File: config.mk
export PLATFORM = sky130hd
export DESIGN_NAME = netlist_sequencer
export DESIGN_NICKNAME = d
export VERILOG_FILES = /design/src/rtl/netlist_sequencer.sv
export SDC_FILE = /design/constraint.sdc
export NUM_CORES = 1
export LEC_CHECK = 0
export CAP_MARGIN = 0
export CELL_PAD_IN_SITES_DETAIL_PLACEMENT = 0
export CELL_PAD_IN_SITES_GLOBAL_PLACEMENT = 1
export CORE_AREA = 2 2 109 217
export CTS_CLUSTER_DIAMETER = 60
export CTS_CLUSTER_SIZE = 28
export DETAILED_ROUTE_END_ITERATION = 16
export DIE_AREA = 0 0 111 219
export HOLD_SLACK_MARGIN = 0.05
export PLACE_DENSITY_LB_ADDON = 0.3
export SLEW_MARGIN = 0
export SYNTH_ARGS = -nofsm -noshare
export SYNTH_HDL_FRONTEND = slang
export SYNTH_SLANG_ARGS = --single-unit
File: constraint.sdc
create_clock -name clk -period 4.2 [get_ports clk]
set_clock_uncertainty 0.05 [all_clocks]
set_input_delay 0.63 -clock clk [delete_from_list [all_inputs] [get_ports clk]]
set_output_delay 0.63 -clock clk [all_outputs]
set_load 0.005 [all_outputs]
File: src/rtl/netlist_sequencer.sv
// ============================================================================
// netlist_sequencer: walks a netlist store gate by gate for each circuit cycle
// Rev 1.0 - initial release
// ============================================================================
`default_nettype none

module netlist_sequencer #(
    parameter int S = 14,
    parameter int C = 16
) (
    input  logic         clk,
    input  logic         rst,
    input  logic         start,
    input  logic [C-1:0] num_cc,
    input  logic         nl_ready,
    input  logic [S-1:0] dff_size,
    input  logic [S-1:0] gate_size,
    input  logic [3:0]   g_logic,
    input  logic         gate_ready,
    output logic [S-1:0] rd_addr,
    output logic         prep_next_cycle,
    output logic         gate_valid,
    output logic [S-1:0] gate_idx,
    output logic         is_xor,
    output logic         last_gate,
    output logic [C-1:0] cc,
    output logic [31:0]  xor_count,
    output logic         busy,
    output logic         done
);

    typedef enum logic [2:0] {
        ST_IDLE    = 3'd0,
        ST_WAIT_NL = 3'd1,
        ST_LOAD    = 3'd2,
        ST_ISSUE   = 3'd3,
        ST_NEXT    = 3'd4,
        ST_DONE    = 3'd5
    } state_t;

    localparam logic [C-1:0] c_CC_ONE   = {{(C-1){1'b0}}, 1'b1};
    localparam logic [S-1:0] c_ADDR_ONE = {{(S-1){1'b0}}, 1'b1};
    localparam logic [S:0]   c_TOT_ONE  = {{S{1'b0}}, 1'b1};

    state_t       r_state;
    logic [S-1:0] r_rd_addr;
    logic [S:0]   r_total;
    logic [C-1:0] r_num_cc;
    logic [C-1:0] r_cc;
    logic [31:0]  r_xor_count;
    logic         r_gate_valid;
    logic         r_prep;

    logic         w_is_xor;
    logic         w_last;
    logic         w_xfer;

    // Total is one bit wider so dff_size+gate_size cannot overflow.
    assign w_is_xor = r_gate_valid && (g_logic == 4'b0110 || g_logic == 4'b1001);
    assign w_last   = r_gate_valid && ({1'b0, r_rd_addr} == (r_total - c_TOT_ONE));
    assign w_xfer   = r_gate_valid && gate_ready;

    always_ff @(posedge clk or posedge rst) begin
        if (rst) begin
            r_state      <= ST_IDLE;
            r_rd_addr    <= '0;
            r_total      <= '0;
            r_num_cc     <= '0;
            r_cc         <= '0;
            r_xor_count  <= '0;
            r_gate_valid <= 1'b0;
            r_prep       <= 1'b0;
        end else begin
            r_prep <= 1'b0;
            case (r_state)
                ST_IDLE, ST_DONE: begin
                    if (start) begin
                        r_num_cc    <= (num_cc == '0) ? c_CC_ONE : num_cc;
                        r_cc        <= '0;
                        r_xor_count <= '0;
                        r_rd_addr   <= '0;
                        r_state     <= ST_WAIT_NL;
                    end
                end
                ST_WAIT_NL: begin
                    r_rd_addr <= '0;
                    if (nl_ready) begin
                        r_total <= {1'b0, dff_size} + {1'b0, gate_size};
                        r_state <= ST_LOAD;
                    end
                end
                ST_LOAD: begin
                    r_rd_addr <= '0;
                    if (r_total != '0) begin
                        r_gate_valid <= 1'b1;
                        r_state      <= ST_ISSUE;
                    end else begin
                        r_state <= ST_NEXT;
                    end
                end
                ST_ISSUE: begin
                    if (w_xfer) begin
                        if (w_is_xor)
                            r_xor_count <= r_xor_count + 32'd1;
                        if (w_last) begin
                            r_gate_valid <= 1'b0;
                            r_state      <= ST_NEXT;
                        end else begin
                            r_rd_addr <= r_rd_addr + c_ADDR_ONE;
                        end
                    end
                end
                ST_NEXT: begin
                    if (r_cc == (r_num_cc - c_CC_ONE)) begin
                        r_state <= ST_DONE;
                    end else begin
                        r_prep    <= 1'b1;
                        r_cc      <= r_cc + c_CC_ONE;
                        r_rd_addr <= '0;
                        r_state   <= ST_WAIT_NL;
                    end
                end
                default: r_state <= ST_IDLE;
            endcase
        end
    end

    assign rd_addr         = r_rd_addr;
    assign gate_idx        = r_rd_addr;
    assign gate_valid      = r_gate_valid;
    assign is_xor          = w_is_xor;
    assign last_gate       = w_last;
    assign prep_next_cycle = r_prep;
    assign cc              = r_cc;
    assign xor_count       = r_xor_count;
    assign busy            = (r_state != ST_IDLE) && (r_state != ST_DONE);
    assign done            = (r_state == ST_DONE);

endmodule

`default_nettype wire

# After elaboration in Yosys (flattened, before gate mapping)
# Index checks and enable logic that the tools add are counted.
# W data, S select, Z words.
[totals]
elab_cells = 80
reg_bits = 98
[op_classes]
mux = 26
n_eq_ne = 18
add_sub_neg = 6
reduce_logical = 22
[op_table]
columns = ["op", "n"]
rows = [
  ["$mux W32", 3],
  ["$pmux W32 S2", 1],
  ["$mux W14", 4],
  ["$pmux W14 S4", 1],
  ["$mux W16", 3],
  ["$add A32 B1 Y32 const B", 1],
  ["$pmux W16 S2", 1],
  ["$mux W3", 6],
  ["$add A16 B1 Y16 const B", 1],
  ["$eq A16 B16 Y1", 1],
  ["$logic_not A16 Y1", 1],
  ["$ne A2 B2 Y1 const B", 8],
  ["$sub A16 B1 Y16 const B", 1],
  ["$add A14 B14 Y15", 1],
  ["$eq A14 B15 Y1", 1],
  ["$pmux W3 S5", 1],
  ["$reduce_bool A15 Y1", 1],
  ["$sub A15 B1 Y15 const B", 1],
  ["$add A14 B1 Y14 const B", 1],
  ["$reduce_and A4 Y1", 3],
  ["$eq A3 B2 Y1 const B", 2],
  ["$eq A3 B3 Y1 const B", 2],
  ["$reduce_bool A2 Y1", 3],
  ["$mux W1", 5],
  ["14 further kinds", 19],
]

# Depth between registers and ports, before layout
# Gate-level depths: netlist of the first run.
[logic_depth]
ltp_word = 6
ltp_mapped = 12
depth_no_buf = 10

# Worst setup path after synthesis of the first run
# Ideal clock, no wire load.
[synth_timing]
path_type = "reg2reg"
from = "register r_total[0]"
to = "register r_rd_addr[11] (netlist: gate_idx[11])"
path_buffers = 2
setup_time_ns = 0.121
arrival_ns = 3.066
path_stages_with_launch = 12
path_slack_ns = 0.963
path_cell_list = "dfrtp_1 inv_1 ha_1 or4b_1 or3_1 a211o_1 a31oi_4 nor4_1 or4_1 buf_2 buf_6 o22a_1"
[synth_via]
elab_chain_len = 5
[synth_rtl]
columns = ["item", "line_no", "rtl"]
rows = [
  ["from (decl)", "47", "logic [S:0] r_total;"],
  ["from (signal assigned)", "88", "r_total <= {1'b0, dff_size} + {1'b0, gate_size};"],
  ["$sub A15 B1 Y15", "60", "assign w_last = r_gate_valid && ({1'b0, r_rd_addr} == (r_total - c_TOT_ONE));"],
  ["$eq A14 B15 Y1", "60", ""],
  ["$logic_and A1 B1 Y1", "60", ""],
  ["$ne A2 B2 Y1 (no source line)", "n/a", ""],
  ["$reduce_and A5 Y1 (no source line)", "n/a", ""],
  ["to (signal assigned)", "109", "r_rd_addr <= r_rd_addr + c_ADDR_ONE;"],
  ["to (decl)", "46", "logic [S-1:0] r_rd_addr;"],
]
# No other way between the ends.
# A chain may end at the register's enable or synchronous reset.

# Final worst setup path of the first run
[layout_timing]
from = "register r_total[0]"
to = "output last_gate"
[layout_via]
elab_chain_len = 3
[layout_rtl]
columns = ["item", "line_no", "rtl"]
rows = [
  ["$sub A15 B1 Y15", "60", ""],
  ["$eq A14 B15 Y1", "60", ""],
  ["$logic_and A1 B1 Y1", "60", ""],
  ["to (decl)", "25", "output logic last_gate,"],
]
# No other way between the ends.

==> out/metrics.cfg, run 1 <==
[power]
vdd_drop_max_mv = 0.211
p_switching_mw = 1.68
p_seq_share_pct = 37.0
power_density_nw_per_um2 = 467
p_leak_nw = 3.50
pwr-share-clk_pct = 22.6
switching_share_pct = 41.9
p_int_mw = 2.32
p_comb_share_pct = 40.4

[final_layout]
fin_cells = 1187
final_common_cell = clkdlybuf4s50_1
layout-drive-gt1-share_pct = 4.74
fillers = 2380
syn_to_final_growth_pct = 27.6
n_antenna_cell = 0
final_nets = 976
fin_util_pct = 37.9
most-common-layout-cells = 134 x clkdlybuf4s50_1, 115 x nand2_1, 98 x dfrtp_1

[critical_path]
critPathRequiredTime_ns = 3.52
cp-end-kind = primary output
criticalPathCategory = register to primary output
crit_path_max_fanout = 9
startpoint_type = register
worst_ep_arrival_time_ns = 3.35

[place]
post-place-ws_ns = 0.471
gp_congestion = 0.891
dp_hpwl_um = 17500
dp.cells = 1171
io_buffers = 134

[floorplan]
die_height_um = 219
dieArea_um2 = 24300
initial_core_util_pct = 29.7
core-area_um2 = 22500
io_pins = 135
core.rowCount = 78
die_x_um = 111

[worst_hold_path]
min_path_type = register to register

[routing]
drtPass1Iterations = 4
wl_met2_um = 12900
drtIter0Drc = 339
drt-met1-wl_um = 7650
dr_total_vias = 6304
drc = 0
routed_wirelength_um = 22100
routed.top_layer = met4
ant_nets = 0
viasPerCell = 5.31
wl_met3_um = 609
wl_per_cell_um = 18.6

[synthesis]
yosysWarnings = 0
synth_cell_type_count = 70
ys_ff_latch = 98
synth_edf_count = 0
syn_avg_cell_area_um2 = 8.41
syn_inst = 797
async_flop_share_pct = 100
syn_area_um2 = 6710
ys_seq_area_share_pct = 36.6
syn_nets = 871
synth_ff_type = dfrtp_1

[clock_tree]
cts_sinks = 98
post-cts-setup-buffers = 0
clockRootBuffer = clkbuf_16
clockBufferDepth = 2
cts_max_level = 3
clkTransAtPathRegs_ns = 0.07
insertion_delay_ns = 0.36
cts_made_buffers = 9
cts_tree = built

[grt]
antenna_found_initial = 0
grt_pass1_wl_um = 34500
grt_usage_pct = 18.2
grt_max_degree = 58
grt-ovfl-total = 0
grt_pass1_vias = 6455

[timing]
hold_ws_ns = 0.492
setup_viol = 0
setup_tns_ns = 0
fmax_mhz = 248
rsz0062_at_grt = no
hold_viol_final = 0
slew_viol_final = 0
setup_slack_ns = 0.169
min_period_over_period_pct = 96.0
worstMarginPinSlew_ns = 0.984
relSlewSlack_pct = 34.4
fin_crit_ns = 4.03

[job]
max_cap_violations = 0

[outcome]
outcome = finished, final reports clean

## worst max-delay path, stage by stage (launching register included)
cell	delay, ns
dfrtp_1	0.42
inv_1	0.09
ha_1	0.27
or4b_1	0.52
or3_1	0.37
nor4_2	0.36
a31oi_4	0.11
nor3_1	0.29
clkdlybuf4s50_1	0.56
## metrics by stage
stage | instance area [µm²] | power (mW)
final | 8550 | 4.00
after global placement | 8230 | 3.11
after CTS | 8550 | 4.04
after global routing | 8550 | 4.28
after floorplan | 6710 | 2.54
after detailed placement | 8230 | 3.12
## sequential cells by signal, summed over array words and instances (netlist names)
name             cells
xor_count           32
r_state              3
r_total             15
cc                  16
r_num_cc            16
prep_next_cycle      1
gate_idx            14
gate_valid           1
## routing by layer
layer / vias to the layer above / global-route usage (%)
li1: 3089 / -
met1: 3019 / 16.8
met2: 154 / 38.0
met3: 42 / 2.04
met4: 0 / 9.13
met5: - / 0
## worst paths after layout
check | cells after the start | to | start | slack (ns)
setup reg to reg | 9 | gate_idx[5]$_DFFE_PP0P_ | r_total[0]$_DFFE_PP0P_ | 0.48
hold / removal | 2 | r_total[1]$_DFFE_PP0P_ | r_total[1]$_DFFE_PP0P_ | 0.49
hold reg to reg | 2 | r_total[1]$_DFFE_PP0P_ | r_total[1]$_DFFE_PP0P_ | 0.49
min in group asynchronous | 2 | r_num_cc[12]$_DFFE_PP0P_ | rst | 0.71
setup / recovery | 8 | last_gate | r_total[0]$_DFFE_PP0P_ | 0.17
max in group asynchronous | 3 | r_num_cc[6]$_DFFE_PP0P_ | rst | 2.58
## final cells by class
cell class | instances | area (µm²) | area share, %
multi-input cells | 620 | 3900 | 45.6
flip-flops and latches | 98 | 2450 | 28.7
repair buffers | 145 | 1420 | 16.6
well taps | 280 | 350 | 4.10
clock buffers | 9 | 225 | 2.63
inverters | 28 | 108 | 1.26
clock inverters | 7 | 93.8 | 1.10
## cell usage after synthesis, types with 14 or more instances
library cell	number	area share [%]
nand2_1	115	6.4
dfrtp_1	98	37
nor2_1	55	3.1
o21ai_0	45	3.4
xnor2_1	33	4.3
xor2_1	31	4.0
nor3_1	30	2.2
inv_1	28	1.6
a21oi_1	27	2.0
clkbuf_1	27	1.5
nand3_1	23	1.7
nor4_1	21	2.0
ha_1	20	3.7
or4_1	20	2.2
and3_1	18	1.7
nand4_1	15	1.4
buf_4	14	1.6
or3_1	14	1.3
## kinds of logic after synthesis
| family | synth area share (%) |
|---|---|
| and+or+nand+nor | 28.4 |
| xor gates and xnor gates | 8.36 |
| DFF | 36.6 |
| buffers and inverters | 5.45 |
| muxes | 0.485 |
| adders and majority gates | 4.18 |
| AOI/OAI and AO/OA | 16.6 |
## power groups by stage
stage | Combinational (mW) | Clock, mW | Sequential [mW]
floorplan | 1.22 | 0 | 1.32
detailed placement | 1.62 | 0 | 1.50
CTS | 1.63 | 0.928 | 1.48
global route | 1.80 | 0.961 | 1.52
finish | 1.61 | 0.905 | 1.48
global placement | 1.61 | 0 | 1.49
## repair_timing
item | CTS | global route
hold buffers | 0 | 0
gates resized for setup | 0 | 2
endpoints found under the hold margin | 0 | 0
endpoints found under the setup margin | 0 | 1
Note: power is estimated with default switching activity, not from simulation.
==> inputs of run 2 (changes only) <==
CTS_CLUSTER_SIZE = 30   (was 28)
SKIP_CTS_REPAIR_TIMING = 1   (was default)
==> results of run 2 <==
No change in the layout: final DEF, timing and power equal those of run 1.
